**config.mk**
```make
export PLATFORM = sky130hd
export DESIGN_NAME = deser_queue_p
export DESIGN_NICKNAME = d
export VERILOG_FILES = /design/src/rtl/deser_queue_p.sv
export SDC_FILE = /design/constraint.sdc
export NUM_CORES = 1
export LEC_CHECK = 0
export CORE_ASPECT_RATIO = 0.5
export CORE_MARGIN = 1.5
export CORE_UTILIZATION = 56
export CTS_CLUSTER_DIAMETER = 50
export CTS_CLUSTER_SIZE = 40
export DETAILED_ROUTE_END_ITERATION = 7
export DONT_BUFFER_PORTS = 1
export HOLD_SLACK_MARGIN = 0.1
export PLACE_DENSITY = 0.74
export SLEW_MARGIN = 0
export SYNTH_ARGS = -nofsm -noshare
export SYNTH_HDL_FRONTEND = slang
export SYNTH_SLANG_ARGS = --single-unit
```
**constraint.sdc**
```tcl
create_clock -name clk -period 2.35 [get_ports clk]
set_input_delay 0.1175 -clock clk [delete_from_list [all_inputs] [get_ports clk]]
set_output_delay 0.1175 -clock clk [all_outputs]
set_load 0.05 [all_outputs]
```
**src/rtl/deser_queue_p.sv**
```systemverilog
// deser_queue_p
//   Serial-to-parallel deserializer feeding a first-word-fall-through queue.
//   One bit from data_in is shifted in per write strobe. Each completed
//   DATA_WIDTH word is pushed into a DEPTH-entry queue. Words leave the
//   queue on dequeue strobes.
//
// Ports
//   clk, rst        rising-edge clock, synchronous active-high reset
//   data_in         serial bit, sampled on a write strobe
//   write_in        bit write request (edge or level, per EDGE_DETECT)
//   dequeue_in      pop request (edge or level, per EDGE_DETECT)
//   flush_in        synchronous clear of the queue and the partial word
//   queue_data_out  head word, or 0 when the queue is empty
//   queue_valid     queue non-empty
//   queue_full      occupancy == DEPTH
//   queue_count     occupancy
//   bit_count       bits held in the current partial word
//   overflow        sticky: a completed word was dropped (queue full)
//   underflow       sticky: pop strobe while empty
module deser_queue_p #(
   parameter int DATA_WIDTH  = 8,
   parameter int DEPTH       = 8,
   parameter int MSB_FIRST   = 1,
   parameter int EDGE_DETECT = 1
) (
   input  logic                            clk,
   input  logic                            rst,
   input  logic                            data_in,
   input  logic                            write_in,
   input  logic                            dequeue_in,
   input  logic                            flush_in,
   output logic [DATA_WIDTH-1:0]           queue_data_out,
   output logic                            queue_valid,
   output logic                            queue_full,
   output logic [$clog2(DEPTH+1)-1:0]      queue_count,
   output logic [$clog2(DATA_WIDTH+1)-1:0] bit_count,
   output logic                            overflow,
   output logic                            underflow
);

   localparam int AW = $clog2(DEPTH);
   localparam int CW = $clog2(DEPTH + 1);
   localparam int BW = $clog2(DATA_WIDTH + 1);
   localparam logic [BW-1:0] LAST_BIT = BW'(DATA_WIDTH - 1);
   localparam logic [CW-1:0] FULL_CNT = CW'(DEPTH);

   logic                  wr_hist_q, wr_hist_d;
   logic                  deq_hist_q, deq_hist_d;
   logic [DATA_WIDTH-1:0] sr_q, sr_d;
   logic [BW-1:0]         bit_cnt_q, bit_cnt_d;
   logic [AW-1:0]         rd_ptr_q, rd_ptr_d;
   logic [AW-1:0]         wr_ptr_q, wr_ptr_d;
   logic [CW-1:0]         count_q, count_d;
   logic                  overflow_q, overflow_d;
   logic                  underflow_q, underflow_d;
   logic [DATA_WIDTH-1:0] mem_q [DEPTH];

   logic                  wr_stb, deq_stb;
   logic [DATA_WIDTH-1:0] sr_shift;
   logic                  is_empty, is_full;
   logic                  word_done, do_push, do_pop, mem_we;

   always_comb begin
      wr_hist_d  = write_in;
      deq_hist_d = dequeue_in;
      wr_stb     = (EDGE_DETECT != 0) ? (write_in & ~wr_hist_q) : write_in;
      deq_stb    = (EDGE_DETECT != 0) ? (dequeue_in & ~deq_hist_q) : dequeue_in;

      if (MSB_FIRST != 0) begin
         sr_shift = {sr_q[DATA_WIDTH-2:0], data_in};
      end else begin
         sr_shift = {data_in, sr_q[DATA_WIDTH-1:1]};
      end

      is_empty  = (count_q == '0);
      is_full   = (count_q == FULL_CNT);
      word_done = wr_stb && (bit_cnt_q == LAST_BIT);
      do_pop    = deq_stb && !is_empty;
      // A same-cycle pop frees the slot a full queue needs for the push.
      do_push   = word_done && (!is_full || do_pop);

      sr_d        = sr_q;
      bit_cnt_d   = bit_cnt_q;
      rd_ptr_d    = rd_ptr_q;
      wr_ptr_d    = wr_ptr_q;
      count_d     = count_q;
      overflow_d  = overflow_q;
      underflow_d = underflow_q;
      mem_we      = 1'b0;

      if (flush_in) begin
         // Flush swallows any strobe this cycle; sticky flags survive.
         sr_d      = '0;
         bit_cnt_d = '0;
         rd_ptr_d  = '0;
         wr_ptr_d  = '0;
         count_d   = '0;
      end else begin
         if (wr_stb) begin
            sr_d      = sr_shift;
            bit_cnt_d = word_done ? '0 : bit_cnt_q + BW'(1);
         end
         if (do_push) begin
            mem_we   = 1'b1;
            wr_ptr_d = wr_ptr_q + AW'(1);
         end
         if (do_pop) begin
            rd_ptr_d = rd_ptr_q + AW'(1);
         end
         count_d = count_q + CW'(do_push) - CW'(do_pop);
         if (word_done && !do_push) begin
            overflow_d = 1'b1;
         end
         if (deq_stb && is_empty) begin
            underflow_d = 1'b1;
         end
      end
   end

   always_ff @(posedge clk) begin
      if (rst) begin
         // History regs start high so an input held across reset never strobes.
         wr_hist_q   <= 1'b1;
         deq_hist_q  <= 1'b1;
         sr_q        <= '0;
         bit_cnt_q   <= '0;
         rd_ptr_q    <= '0;
         wr_ptr_q    <= '0;
         count_q     <= '0;
         overflow_q  <= 1'b0;
         underflow_q <= 1'b0;
      end else begin
         wr_hist_q   <= wr_hist_d;
         deq_hist_q  <= deq_hist_d;
         sr_q        <= sr_d;
         bit_cnt_q   <= bit_cnt_d;
         rd_ptr_q    <= rd_ptr_d;
         wr_ptr_q    <= wr_ptr_d;
         count_q     <= count_d;
         overflow_q  <= overflow_d;
         underflow_q <= underflow_d;
      end
   end

   // Storage is not reset; only the occupancy count qualifies its contents.
   always_ff @(posedge clk) begin
      if (!rst && mem_we) begin
         mem_q[wr_ptr_q] <= sr_shift;
      end
   end

   assign queue_data_out = is_empty ? '0 : mem_q[rd_ptr_q];
   assign queue_valid    = !is_empty;
   assign queue_full     = is_full;
   assign queue_count    = count_q;
   assign bit_count      = bit_cnt_q;
   assign overflow       = overflow_q;
   assign underflow      = underflow_q;

endmodule

```
==> results of run 1 <==
synth_stat cells (2+ instances only):
cell / count / area share, %
sky130_fd_sc_hd__edfxtp_1: 64 / 51
sky130_fd_sc_hd__dfxtp_1: 28 / 15
sky130_fd_sc_hd__nand2_1: 26 / 2.6
sky130_fd_sc_hd__a21oi_1: 14 / 1.9
sky130_fd_sc_hd__mux4_1: 13 / 9.0
sky130_fd_sc_hd__inv_1: 9 / 0.89
sky130_fd_sc_hd__a22o_1: 8 / 1.9
sky130_fd_sc_hd__ha_1: 8 / 2.6
sky130_fd_sc_hd__nor2_1: 7 / 0.69
sky130_fd_sc_hd__clkbuf_1: 4 / 0.40
sky130_fd_sc_hd__mux2i_1: 4 / 1.1
sky130_fd_sc_hd__nand2b_1: 4 / 0.66
sky130_fd_sc_hd__nand3_1: 4 / 0.53
sky130_fd_sc_hd__nor3_1: 4 / 0.53
sky130_fd_sc_hd__or3_1: 4 / 0.66
sky130_fd_sc_hd__mux4_2: 3 / 1.8
sky130_fd_sc_hd__nor2b_1: 3 / 0.50
sky130_fd_sc_hd__o21ai_0: 3 / 0.40
sky130_fd_sc_hd__or2_2: 3 / 0.50
sky130_fd_sc_hd__and2_1: 2 / 0.33
sky130_fd_sc_hd__buf_2: 2 / 0.26
sky130_fd_sc_hd__nor4_1: 2 / 0.33
sky130_fd_sc_hd__nor4b_1: 2 / 0.46
sky130_fd_sc_hd__or3b_1: 2 / 0.46
worst min path at each step:
stage	from	end	slack, ns	cells past startpoint
finish	rst	queue_count[3]	0.12	4
global route	rst	queue_count[3]	0.11	4
detailed placement	rst	underflow	0.19	1
CTS	rst	wr_ptr_q[1]	0.11	4
global placement	rst	underflow	0.19	1
floorplan	rst	underflow	0.19	1
through the flow:
| step | TNS (ns) | setup slack (ns) | cell area, sq um | instances |
|---|---|---|---|---|
| 6_report | 0 | 0.08495 | 4564 | 381 |
| 3_5_place_dp | 0 | 0.08030 | 4139 | 358 |
| 3_3_place_gp | 0 | 0.1240 | 4139 | 358 |
| 4_1_cts | 0 | 0.01167 | 4554 | 381 |
| 2_1_floorplan | -10.84 | -0.3264 | 3842 | 246 |
| 5_1_grt | -0.006443 | -0.006443 | 4564 | 381 |
area by class of cell:
class                   instances  area [sq um]  area share [%]
clock buffers                  10         229.0           5.016
clock inverters                 6         118.9           2.604
inverters                      10         41.29          0.9046
multi-input cells             135          1250           27.38
flip-flops and latches         92          2492           54.61
well taps                      88         110.1           2.412
repair buffers                 40         322.8           7.072
registers in the layout, indices dropped and copies added (netlist names), named ones only:
register     count
deq_hist_q       1
rd_ptr_q         3
mem_q           64
queue_count      4
underflow        1
wr_ptr_q         3
sr_q             7
wr_hist_q        1
bit_count        4
overflow         1
routing by layer:
metal / share of wire [%] / vias to the layer above
met5: 0 / -
li1: - / 1035
met2: 48 / 50
met1: 46 / 1083
met4: 0.59 / 0
met3: 6.0 / 4
power by group through the flow:
stage / clock [mW] / sequential, mW / combinational, mW
after floorplan: 0 / 1.76 / 0.0188
after detailed placement: 0 / 1.75 / 0.0267
after global placement: 0 / 1.75 / 0.0265
after CTS: 1.67 / 1.72 / 0.0381
after global routing: 1.75 / 1.72 / 0.0415
final: 1.66 / 1.72 / 0.0380
cells by family after synthesis:
family	Yosys count
buffers and inverters	19
adders and majority gates	9
and+or+nand+nor	69
DFF	92
xor gates and xnor gates	2
AOI/OAI and AO/OA	34
muxes	21
worst min-delay path, cell delays in order:
cell and delay, ns:
sky130_fd_sc_hd__nor2_2 0.02, sky130_fd_sc_hd__buf_4 0.15, sky130_fd_sc_hd__nand2_1 0.07, sky130_fd_sc_hd__mux2i_1 0.06
what timing repair did:
action,CTS,global route
setup buffers,1,0
endpoints found under the hold margin,15,0
hold buffers,6,0
resized for setup,0,3
pin swaps,0,0
endpoints found under the setup margin,8,8
==> impl_summary.txt, run 1 <==
----------------------------------------------------
[Worst setup path]
  Worst setup path startpoint ... queue_count[2]
  Crit path DAT ... between 2 and 2.5 ns
  Crit path required time ... 2.23 ns
  Critical Path End Type ... output port
  Destination of the critical timing path ... queue_data_out[2]
  Critical-path cell with the highest stage delay ... sky130_fd_sc_hd__dfxtp_4
  End of the worst register-to-register path ... queue_count[1]
  Worst r2r src ... queue_count[2]
  Worst-case reg-to-reg path depth ... 9
  Cell depth of the worst setup path ... 9
  Internal reg-to-reg setup slack ... 0.08 ns
  Cell class contributing the biggest share of worst-path delay ... buffers and inverters
  Critical Path Fanout Max ... 8
  Worst Path Buf+Inv ... 5
  Cell Chain, Critical Path ... inv_2 -> ha_2 -> nor3b_4 -> inv_2 -> buf_6 -> and2_1 -> buf_4 -> a22o_1 -> buf_6
  Critical Path Start Type ... register
  Critical setup path kind ... reg -> out
  CP peak stage delay ... 0.34 ns

[Power and ir drop]
  Switching power total ... 0.6321 mW
  Power per Cell Area ... 747.8 mW/mm^2
  Power consumption ... 3.413 mW
  Cell internal power dissipation ... 2.781 mW
  VDD IR-drop max ... 0.4606 mV
  Share of power burned in registers ... approximately 50%
  Pleak ... 1.536 nW
  Portion of total power attributed to combinational logic ... 1.1%
  Clk pwr share ... 48.5%
  Fraction of power spent switching nets ... 18.52%

[Finish]
  Share of cells above drive strength 1 ... 25.60%
  Most common library cell in the layout ignoring fill and taps ... sky130_fd_sc_hd__edfxtp_1
  Count of filler cells inserted in the layout ... 398
  Post-Route Utilization ... between 70% and 80%
  Diode insertion count for antenna repair ... 0
  Most frequent cells in the layout ... sky130_fd_sc_hd__edfxtp_1 (64), sky130_fd_sc_hd__buf_4 (32), sky130_fd_sc_hd__nand2_1 (26)
  Nets@finish ... 303
  Area growth syn-to-layout ... 20.60%

[Timing]
  Post-layout min period ... around 2.3 ns
  Total of endpoints with negative setup slack in the final report ... 0
  Post-Route Skew ... 0.006177 ns
  Transition time at the pin with the least slew margin ... 0.7483 ns
  Count of final max-slew check failures ... 0
  Post-Route Hold Slack ... roughly 0.12 ns
  Fmax ... between 0.4 and 0.5 GHz
  Headroom to the max-slew limit ... 50.01%
  Hold Vio Cnt, Final ... 0
  Final cycle utilization of the critical path ... around 96%

[Global routing]
  Combined global-route utilization of all metal layers ... 22.54%
  Remaining global-route overflow ... 0
  First-pass GRT wire length ... 11560 microns
  Antenna violations before repair ... 0
  Maximum number of pins on one net before global-route repair ... 18
  Most Used Layer, Global Route ... met2
  Met1 usage in global routing ... 27.74%
  Via count of the first global-routing pass ... 2253
  Met2 demand-to-capacity share in global routing ... 37.74%
  Met3 track demand over resource in global routing ... 9.259%

[Synth]
  Share of synthesized registers carrying an async set or reset ... 0%
  Post-synthesis instance total ... approximately 250
  Synth Cell Area ... between 0.003 and 0.004 sq mm
  Multiplexer area fraction after synthesis ... between 10% and 20%
  Number of synthesized register bits ... 92
  Post-synth cell types ... 47
  Primary flip-flop cell chosen by synthesis mapping ... sky130_fd_sc_hd__edfxtp_1
  Fraction of synthesized cell area in xor and xnor cells ... less than 1%
  Number of enable flip-flop cells after synthesis ... 64
  Net count after synthesis ... between 200 and 300
  Combinational family with the most area after synthesis ... multiplexers
  Fraction of the mapped netlist area in adder cells ... 3.174%
  Fraction of the yosys area taken by sequential cells ... 65.59%
  Yosys warning total ... 0
  Mean instance size in the synthesized netlist ... ~15 sq um
  Area fraction in compound gates after synthesis ... about 6.3%
  Area share of and/or/nand/nor cells after synthesis ... 9.719%

[Placement]
  Dpl hpwl ... 4532 microns
  Number of buffers added on ports ... 0
  Final weighted congestion of routability-driven global placement ... 0.9102

[Floorplanning]
  Die footprint ... 0.007291 sq mm
  Starting density of the core ... 60.02%
  # rows ... 20
  Ports ... 26
  Core Region ... between 0.006 and 0.007 sq mm
  Height of the die ... a little over 60 microns
  Chip width ... 119.3 microns

[Job]
  Number of max-capacitance violations reported ... 0

[Clock network]
  H-tree depth ... 3
  Root Buffer Master ... sky130_fd_sc_hd__clkbuf_16
  Clock Pin Slew Worst Setup and Hold Paths ... around 0.060 ns
  CTS Buffer Depth ... 2
  CTS tree ... done
  Number of buffers created by CTS ... 9
  Insertion delay to the later sink of the worst-skew pair ... 0.34 ns
  Number of sinks handled by clock tree synthesis ... 92

[Drt]
  Post-DRT Antenna Nets ... 0
  DRC Markers ... 0
  Routed WL per cell ... 19.00 microns
  Count of vias placed by the detailed router ... approximately 2200
  Wire length after detailed routing ... just over 7000 microns
  Number of search-and-repair iterations in the first detailed-routing pass ... 4
  Detailed router's first-iteration violation count ... 189
  Via count normalized by instance count ... 5.701

[Min path]
  Class of the worst hold path ... in -> reg

[Status]
  Run status ... finished clean

----------------------------------------------------
(Power assumes the default switching activity.)
==> inputs of run 2 (changes only) <==
--- a/config.mk
+++ b/config.mk
@@ -13,7 +13,7 @@
 export DETAILED_ROUTE_END_ITERATION = 7
 export DONT_BUFFER_PORTS = 1
 export HOLD_SLACK_MARGIN = 0.1
-export PLACE_DENSITY = 0.74
+export PLACE_DENSITY_LB_ADDON = 0.3
 export SLEW_MARGIN = 0
 export SYNTH_ARGS = -nofsm -noshare
 export SYNTH_HDL_FRONTEND = slang
==> impl_summary.txt, run 2 (synthesis results as in run 1) <==
----------------------------------------------------
[Drt]
  Count of vias placed by the detailed router ... roughly 2200
  Wire length after detailed routing ... just over 7000 microns
  Post-DRT Antenna Nets ... 0
  Via count normalized by instance count ... between 5 and 6
  Number of search-and-repair iterations in the first detailed-routing pass ... 4
  Routed WL per cell ... 18.93 microns
  DRC Markers ... 0
  Detailed router's first-iteration violation count ... between 150 and 200

[Finish]
  Final Non-Filler Cells ... 383
  Most common library cell in the layout ignoring fill and taps ... sky130_fd_sc_hd__edfxtp_1
  Share of cells above drive strength 1 ... 27.12%
  Most frequent cells in the layout ... sky130_fd_sc_hd__edfxtp_1 (64), sky130_fd_sc_hd__buf_4 (36), sky130_fd_sc_hd__nand2_1 (26)
  Register name with the most flops ... mem_q
  Largest regs ... mem_q: 64 flops, sr_q: 7 flops
  Nets@finish ... 305
  Area growth syn-to-layout ... 20.79%
  Diode insertion count for antenna repair ... 0
  Max reg flops ... 64

[Global routing]
  Antenna violations before repair ... 0
  Via count of the first global-routing pass ... 2253
  Maximum number of pins on one net before global-route repair ... 18
  Remaining global-route overflow ... 0
  Combined global-route utilization of all metal layers ... 21.94%
  First-pass GRT wire length ... 11390 microns

[Worst setup path]
  Critical Path Start Type ... register
  Most used cell along the critical path ... sky130_fd_sc_hd__ha_4
  Cell Chain, Critical Path ... inv_1 -> ha_4 -> or3b_4 -> a211oi_4 -> mux2_4 -> ha_4 -> inv_2 -> fa_2 -> nor2_1
  Critical-path cell with the highest stage delay ... sky130_fd_sc_hd__fa_2
  Crit path required time ... 2.56 ns
  Critical setup path kind ... reg -> reg
  Critical Path End Type ... register
  Crit path DAT ... 2.53 ns
  CP peak stage delay ... around 0.51 ns
  Critical Path Fanout Max ... 3

[Placement]
  Number of cells in the design after placement ... roughly 360
  Worst slack at placement ... 0.03901 ns
  Number of buffers added on ports ... 0
  Final weighted congestion of routability-driven global placement ... just over 0.9
  Dpl hpwl ... approximately 4800 microns

[Power and ir drop]
  Power consumption ... 3.320 mW
  Share of power burned in registers ... 51.8%
  Cell internal power dissipation ... 2.700 mW
  Power per Cell Area ... between 700 and 800 mW/mm^2
  Portion of total power attributed to combinational logic ... around 1.2%
  Switching power total ... 0.6195 mW
  VDD IR-drop max ... 0.5786 mV
  Pleak ... 1.544 nW
  Fraction of power spent switching nets ... 18.66%
  Clk pwr share ... 47.1%

[Clock network]
  Insertion delay to the later sink of the worst-skew pair ... approximately 0.34 ns
  Root Buffer Master ... sky130_fd_sc_hd__clkbuf_16
  CTS Buffer Depth ... 2
  Clock Pin Slew Worst Setup and Hold Paths ... 0.06 ns
  Number of buffers created by CTS ... 9
  Number of sinks handled by clock tree synthesis ... 92
  H-tree depth ... 3
  CTS tree ... done

[Job]
  Number of max-capacitance violations reported ... 0

[Timing]
  Fin Setup TNS ... 0 ns
  Transition time at the pin with the least slew margin ... roughly 0.71 ns
  Post-Route Skew ... 0.009636 ns
  Final setup margin ... around 0.026 ns
  Hold Vio Cnt, Final ... 0
  Count of final max-slew check failures ... 0
  Total of endpoints with negative setup slack in the final report ... 0
  Post-layout min period ... 2.324 ns
  Fmax ... 0.4304 GHz
  Headroom to the max-slew limit ... 52.63%
  Final cycle utilization of the critical path ... ~99%

[Floorplanning]
  Chip width ... 119.3 microns
  Core Region ... 0.006306 sq mm
  Starting density of the core ... 60.02%
  Die footprint ... 0.007291 sq mm
  # rows ... 20
  Ports ... 26
  Height of the die ... around 61 microns

[Min path]
  Class of the worst hold path ... in -> reg

[Status]
  Run status ... finished clean

----------------------------------------------------
-- run 2: cell count changes in the layout (fill, tap and decap cells not counted), sizes merged --
cell | before | now
buf | 34 | 36
bufinv | 3 | 2
clkinv | 1 | 2
-- run 2: critical path: cells and delay by family (launching register included) --
kind | cells | cell delay [ns]
compound gates | 1 | 0.28
flops | 1 | 0.35
mux | 1 | 0.20
simple gates | 2 | 0.46
fa+ha+maj | 3 | 0.80
buf+inv | 2 | 0.10
-- run 2: timing repair --
action | in CTS | in global routing
hold buffers | 6 | 0
resized for setup | 2 | 3
hold endpoints to repair | 15 | 0
endpoints found under the setup margin | 9 | 10
pin swaps | 0 | 3
setup buffers | 0 | 2
-- run 2: path summary, 6_finish.rpt --
path | end | slack [ns] | cells after the start | from
max reg2reg | queue_count[1] | 0.03 | 9 | queue_count[3]
min reg2reg | rd_ptr_q[2] | 0.50 | 2 | rd_ptr_q[2]
min | queue_count[3] | 0.12 | 4 | rst
max | queue_count[1] | 0.03 | 9 | queue_count[3]
-- run 2: routing by layer --
| layer | share of wire (%) | track usage, % | vias to the layer above |
|---|---|---|---|
| li1 | - | - | 1039 |
| met1 | 41 | 24.97 | 1078 |
| met2 | 48 | 39.22 | 81 |
| met3 | 9.1 | 8.333 | 13 |
| met4 | 1.6 | 8.950 | 0 |
| met5 | 0 | 0 | - |
-- run 2: through the flow --
step | area, sq um | hold WS (ns) | utilization [%]
final | 4572 | 0.1156 | 72.50
after detailed placement | 4146 | 0.1946 | 65.75
after floorplan | 3842 | 0.1899 | -
after global routing | 4572 | 0.1233 | 72.50
after global placement | 4146 | 0.1938 | 65.75
after CTS | 4543 | 0.1041 | 72.04
-- run 2: final cells by class --
cell class / instances / area (sq um)
clock buffer: 10 / 239.0
sequential: 92 / 2492
multi-input combinational: 135 / 1265
clock inverter: 6 / 93.84
tap: 88 / 110.1
timing repair buffer: 42 / 330.3
fill: 406 / 1734
inverter: 10 / 41.29
-- run 2: power groups by stage --
| stage | registers [mW] | logic [mW] | clock network, mW |
|---|---|---|---|
| after detailed placement | 1.75 | 0.0273 | 0 |
| after global routing | 1.72 | 0.0419 | 1.66 |
| final | 1.72 | 0.0383 | 1.56 |
| after floorplan | 1.76 | 0.0188 | 0 |
| after CTS | 1.72 | 0.0382 | 1.59 |
| after global placement | 1.75 | 0.0263 | 0 |
